## config.mk

```make
export PLATFORM = sky130hd
export DESIGN_NAME = alu_issue_stage
export DESIGN_NICKNAME = d
export VERILOG_FILES = /design/src/rtl/alu_issue_stage_pkg.sv /design/src/rtl/alu_issue_skid.sv /design/src/rtl/alu_issue_stage.sv
export SDC_FILE = /design/constraint.sdc
export NUM_CORES = 1
export LEC_CHECK = 0
export ABC_AREA = 0
export BUFFER_PORTS_ARGS = -buffer_cell sky130_fd_sc_hd__buf_4
export CORE_ASPECT_RATIO = 1.2
export CORE_MARGIN = 4
export CORE_UTILIZATION = 46
export CTS_CLUSTER_SIZE = 14
export DETAILED_ROUTE_END_ITERATION = 7
export PLACE_DENSITY = 0.72
export SYNTH_ARGS = -nofsm -noshare
export SYNTH_HDL_FRONTEND = slang
export SYNTH_SLANG_ARGS = --single-unit
export TNS_END_PERCENT = 30
```

## constraint.sdc

```tcl
create_clock -name clk -period 2.52 [get_ports clk]
set_input_delay 0.126 -clock clk [delete_from_list [all_inputs] [get_ports clk]]
set_output_delay 0.126 -clock clk [all_outputs]
set_load 0.1 [all_outputs]
```

## src/rtl/alu_issue_stage_pkg.sv

```systemverilog
// alu_issue_stage_pkg: ALU opcodes, RV32I decode constants and skid-buffer state shared by the issue stage.
package alu_issue_stage_pkg;
  typedef enum logic [4:0] {
    ALU_ADD = 5'd0,
    ALU_SUB = 5'd1,
    ALU_SLL = 5'd2,
    ALU_LTS = 5'd3,
    ALU_LTU = 5'd4,
    ALU_XOR = 5'd5,
    ALU_SRL = 5'd6,
    ALU_SRA = 5'd7,
    ALU_OR  = 5'd8,
    ALU_AND = 5'd9
  } alu_op_e;
  localparam logic [6:0] OPC_OP    = 7'b0110011;
  localparam logic [6:0] OPC_OPIMM = 7'b0010011;
  localparam logic [6:0] OPC_LUI   = 7'b0110111;
  localparam logic [6:0] OPC_AUIPC = 7'b0010111;
  localparam logic [2:0] F3_ADD  = 3'b000;
  localparam logic [2:0] F3_SLL  = 3'b001;
  localparam logic [2:0] F3_SLT  = 3'b010;
  localparam logic [2:0] F3_SLTU = 3'b011;
  localparam logic [2:0] F3_XOR  = 3'b100;
  localparam logic [2:0] F3_SR   = 3'b101;
  localparam logic [2:0] F3_OR   = 3'b110;
  localparam logic [2:0] F3_AND  = 3'b111;
  localparam logic [6:0] F7_BASE = 7'b0000000;
  localparam logic [6:0] F7_ALT  = 7'b0100000;
  typedef enum logic [1:0] {S_EMPTY, S_ONE, S_TWO} skid_state_e;
  // alt selects SUB for funct3 000 and SRA for funct3 101
  function automatic alu_op_e f3_op(input logic [2:0] f3, input logic alt);
    case (f3)
      F3_ADD:  return alt ? ALU_SUB : ALU_ADD;
      F3_SLL:  return ALU_SLL;
      F3_SLT:  return ALU_LTS;
      F3_SLTU: return ALU_LTU;
      F3_XOR:  return ALU_XOR;
      F3_SR:   return alt ? ALU_SRA : ALU_SRL;
      F3_OR:   return ALU_OR;
      default: return ALU_AND;
    endcase
  endfunction
endpackage

```

## src/rtl/alu_issue_skid.sv

```systemverilog
// alu_issue_skid: generic 2-entry valid/ready skid buffer with registered in_ready and flush.
module alu_issue_skid
  import alu_issue_stage_pkg::*;
#(
  parameter int W = 8
) (
  input  logic         clk,
  input  logic         rst_n,
  input  logic         flush,
  input  logic         in_valid,
  output logic         in_ready,
  input  logic [W-1:0] in_data,
  output logic         out_valid,
  input  logic         out_ready,
  output logic [W-1:0] out_data
);
  skid_state_e state_q, state_d;
  logic [W-1:0] head_q, head_d, tail_q, tail_d;
  logic in_ready_q;
  logic push, pop;
  assign push = in_valid && in_ready_q && !flush;
  assign pop = out_valid && out_ready;
  assign in_ready = in_ready_q;
  assign out_valid = state_q != S_EMPTY;
  assign out_data = head_q;
  always_comb begin
    state_d = state_q;
    head_d = head_q;
    tail_d = tail_q;
    case (state_q)
      S_EMPTY: if (push) begin
        state_d = S_ONE;
        head_d = in_data;
      end
      S_ONE: if (push && pop) head_d = in_data;
      else if (push) begin
        state_d = S_TWO;
        tail_d = in_data;
      end else if (pop) state_d = S_EMPTY;
      S_TWO: if (pop) begin
        state_d = S_ONE;
        head_d = tail_q;
      end
      default: state_d = S_EMPTY;
    endcase
    if (flush) state_d = S_EMPTY;
  end
  always_ff @(posedge clk) begin
    if (!rst_n) begin
      state_q <= S_EMPTY;
      head_q <= '0;
      tail_q <= '0;
      in_ready_q <= 1'b0;
    end else begin
      state_q <= state_d;
      head_q <= head_d;
      tail_q <= tail_d;
      in_ready_q <= state_d != S_TWO;
    end
  end
endmodule

```

## src/rtl/alu_issue_stage.sv

```systemverilog
// alu_issue_stage: decodes RV32I OP/OP-IMM/LUI/AUIPC into a registered ALU bundle behind a skid buffer.
module alu_issue_stage
  import alu_issue_stage_pkg::*;
#(
  parameter int DATA_WIDTH = 32
) (
  input  logic                  clk,
  input  logic                  rst_n,
  input  logic                  flush,
  input  logic                  in_valid,
  output logic                  in_ready,
  input  logic [31:0]           in_instr,
  input  logic [DATA_WIDTH-1:0] in_pc,
  input  logic [DATA_WIDTH-1:0] in_rs1_val,
  input  logic [DATA_WIDTH-1:0] in_rs2_val,
  output logic                  out_valid,
  input  logic                  out_ready,
  output logic                  alu_e,
  output logic [4:0]            alu_op,
  output logic [DATA_WIDTH-1:0] alu_a,
  output logic [DATA_WIDTH-1:0] alu_b,
  output logic [4:0]            out_rd,
  output logic                  out_wb_en,
  output logic                  out_illegal
);
  localparam int BW = 2 * DATA_WIDTH + 13;
  logic [6:0] opc, f7;
  logic [2:0] f3;
  logic [4:0] rd;
  logic legal, alt, is_shift, is_upper, e_raw;
  logic [DATA_WIDTH-1:0] a, b, imm_i, imm_u, shamt;
  logic [BW-1:0] dec_bundle, head;
  alu_op_e op;
  assign opc = in_instr[6:0];
  assign rd = in_instr[11:7];
  assign f3 = in_instr[14:12];
  assign f7 = in_instr[31:25];
  assign imm_i = DATA_WIDTH'($signed(in_instr[31:20]));
  assign imm_u = DATA_WIDTH'($signed({in_instr[31:12], 12'b0}));
  assign shamt = DATA_WIDTH'(in_instr[24:20]);
  assign is_shift = f3 == F3_SLL || f3 == F3_SR;
  assign is_upper = opc == OPC_LUI || opc == OPC_AUIPC;
  always_comb begin
    legal = 1'b0;
    alt = 1'b0;
    a = '0;
    b = '0;
    case (opc)
      OPC_OP: begin
        legal = f7 == F7_BASE || (f7 == F7_ALT && (f3 == F3_ADD || f3 == F3_SR));
        alt = f7 == F7_ALT;
        a = in_rs1_val;
        b = in_rs2_val;
      end
      OPC_OPIMM: begin
        legal = f3 == F3_SLL ? f7 == F7_BASE : f3 == F3_SR ? (f7 == F7_BASE || f7 == F7_ALT) : 1'b1;
        alt = f3 == F3_SR && f7 == F7_ALT;
        a = in_rs1_val;
        b = is_shift ? shamt : imm_i;
      end
      OPC_LUI: begin
        legal = 1'b1;
        b = imm_u;
      end
      OPC_AUIPC: begin
        legal = 1'b1;
        a = in_pc;
        b = imm_u;
      end
      default: legal = 1'b0;
    endcase
  end
  assign op = is_upper ? ALU_ADD : f3_op(f3, alt);
  // illegal bundles still flow in order, but carry a neutral ADD 0,0 payload
  assign dec_bundle = {legal, legal ? op : ALU_ADD, legal ? a : '0, legal ? b : '0,
                       rd, legal && rd != 5'd0, !legal};
  alu_issue_skid #(.W(BW)) u_skid (
    .clk(clk),
    .rst_n(rst_n),
    .flush(flush),
    .in_valid(in_valid),
    .in_ready(in_ready),
    .in_data(dec_bundle),
    .out_valid(out_valid),
    .out_ready(out_ready),
    .out_data(head)
  );
  assign {e_raw, alu_op, alu_a, alu_b, out_rd, out_wb_en, out_illegal} = head;
  assign alu_e = out_valid && e_raw;
endmodule

```

==> metrics.cfg <==
[run_status]
outcome=finished clean

[setup_path]
cp-end-kind=register
crit_type=primary input to register
cp_max_fo=39
crit_arrival_ns=2.47
start_kind=primary input
crit_required_ns=2.82

[floorplan]
initial_utilization_pct=47.3
die_area_sq_um=19000
core_sq_um=16300
die_width_um=126
die_h_um=150
io-pin-count=212
rows=51

[synth]
synth-main-ff-cell=dfxtp_1
synth_cells=1026
synth_top_area_share_pct=40.1
synth.net_count=1159
async_flop_share_pct=0
synth_top_area_cell=dfxtp_1
synthDistinctLibCells=48
synth_most_common_cell=nand2_1
synth.area.top_cells=dfxtp_1, nand2_1, buf_4, o21ai_0, o21ai_1
synth_edf_count=0
synth.yosys.seq_area_share_pct=40.1
synthesis.area_sq_um=7730
ys_seq_elements=155
yosysWarningCount=0
synth.avg_cell_area_sq_um=7.54
synth_commonest_cells=nand2_1, dfxtp_1, clkbuf_1

[place]
placed_area_sq_um=8950
place_congestion=0.840
dp_cells=1310
dp_hpwl_um=15600
portBuffers=210

[clocking]
worstSkewPairLatency_ns=0.43
clock-sinks=155
post-cts-setup-buffer-count=0
h-tree-depth=4
cts_tree=yes
root_buffer=clkbuf_16
clk_pin_slew_ns=0.06
numCtsBuffers=17
clk_path_buf_depth=2

[grt]
overflow=0
grt_max_degree=67
grt.total_usage_pct=24.0
antenna_found_initial=0
grt_pass1_wl_um=37300
grt_pass1_vias=7198

[timing]
fmax_mhz=462
rsz0062_at_grt=no
finalSetupTns_ns=0
layout_worst_path_cycle_share_pct=85.9
worst_slew_margin_rel_pct=48.1
maxSlewViolCount=0
min_period_ns=2.16
worst_slew_pin_slew_ns=0.779
final-hold-violation-count=0
clock_skew_ns=0.00922
setup_viol=0

[routing]
dr.pass1.iters=5
drc=0
drtAntennaViolNets=0
via_per_inst=5.56
totalWireLength_um=23400
drtIter0Drc=568
vias=7501
wire_per_inst_um=17.3

[hold_path]
hold_path.class=primary input to register

[power]
leakage_nw=4.02
vdd.ir_drop.worst_mv=0.412
powerDensity_nw_per_um2=622
power_mw=5.99

[final_layout]
fillers=1511
final_cell_count_no_fill=1350
drive_gt1_share_pct=25.6
antenna_cells=0
layout.nets=1258
regArea_sq_um=3100
design_area_sq_um=9620
multi_input_area_sq_um=3550
area_growth_pct=24.5

[job]
timing.max_cap.violations=0

[power breakdown]
group / internal [mW] / total, mW / switching, mW
Clock: 1.44 / 2.54 / 1.10
Combinational: 0.295 / 0.932 / 0.637
Sequential: 2.49 / 2.52 / 0.0250
Total: 4.23 / 5.99 / 1.76
[state kept, by name (all words and copies together), names as in the netlist]
signal and cells:
u_skid.out_data 76, u_skid.tail_q 76, u_skid.state_q 2, u_skid.in_ready 1
[worst paths after layout]
kind	from	end	slack (ns)	cells past startpoint
hold / removal	in_pc[26]	u_skid.tail_q[65]$_SDFFE_PN0P_	0.08	5
setup / recovery	flush	u_skid.out_data[76]$_SDFFE_PN0P_	0.36	8
hold reg to reg	u_skid.tail_q[7]$_SDFFE_PN0P_	u_skid.tail_q[7]$_SDFFE_PN0P_	0.44	2
setup reg to reg	u_skid.state_q[1]$_SDFF_PN0_	u_skid.out_data[76]$_SDFFE_PN0P_	0.37	6
[placed cells by master (no fill, tap or decap), types with 3 or more instances in the layout]
cell type	n
nor2_2	4
buf_12	3
or3_1	7
and3_1	39
clkinv_4	3
a32oi_1	25
a31oi_1	40
nand2_1	206
a21oi_1	50
clkbuf_16	17
nor3_1	10
buf_4	236
mux2i_1	5
inv_1	52
dlygate4sd3_1	8
nand2b_1	3
and2_1	3
a221oi_1	20
inv_6	4
o21ai_1	58
a311oi_1	5
a22o_1	6
nor2_1	14
o31ai_1	3
nand3_1	11
o22ai_1	38
nand4_1	6
o21ai_0	66
dfxtp_1	154
[critical path, cell delays in order]
cell,delay (ns)
dlygate4sd3_1,0.55
buf_4,0.16
nor4bb_1,0.46
nand2b_1,0.19
buf_4,0.29
and2_1,0.31
a221oi_1,0.28
nor2_1,0.09
[logic make-up (layout without fill, tap and decap cells)]
family	count (synthesis)	count (layout)	share of synthesized area (%)
AO/OA/AOI/OAI	322	322	25.6
AND/OR/NAND/NOR	322	322	19.0
buffers and inverters	220	332	14.4
flip-flops	155	155	40.1
multiplexers	5	5	0.647
other	1	1	0.0485
XOR/XNOR	1	1	0.113
[layer usage]
metal  GRT usage, %  share of wire [%]  up-vias
li1               -                  -     3725
met1           31.2                 43     3471
met2           39.5                 48      271
met3           5.39                7.0       34
met4           8.26                2.1        0
met5              0                  0        -
[final cells by class]
cell class                      count  area share, %
Multi-Input combinational cell    651           36.9
Sequential cell                   155           32.3
Timing Repair Buffer              247           19.9
Clock buffer                       19           4.71
Tap cell                          212           2.76
Inverter                           53           2.07
Clock inverter                     13           1.39
[metrics by stage]
step                worst slack [ns]  hold slack (ns)  util (%)
global route                   0.262           0.0969      58.9
global placement               0.308            0.339      54.8
finish                         0.356           0.0827      58.9
floorplan                      0.318            0.203         -
detailed placement             0.257            0.338      54.8
CTS                            0.351           0.0750      58.9
[what timing repair did]
item | CTS | global route
resized for setup | 0 | 0
hold buffers | 8 | 0
endpoints found under the hold margin | 13 | 0
No activity file was read; power rests on OpenSTA's default activity.
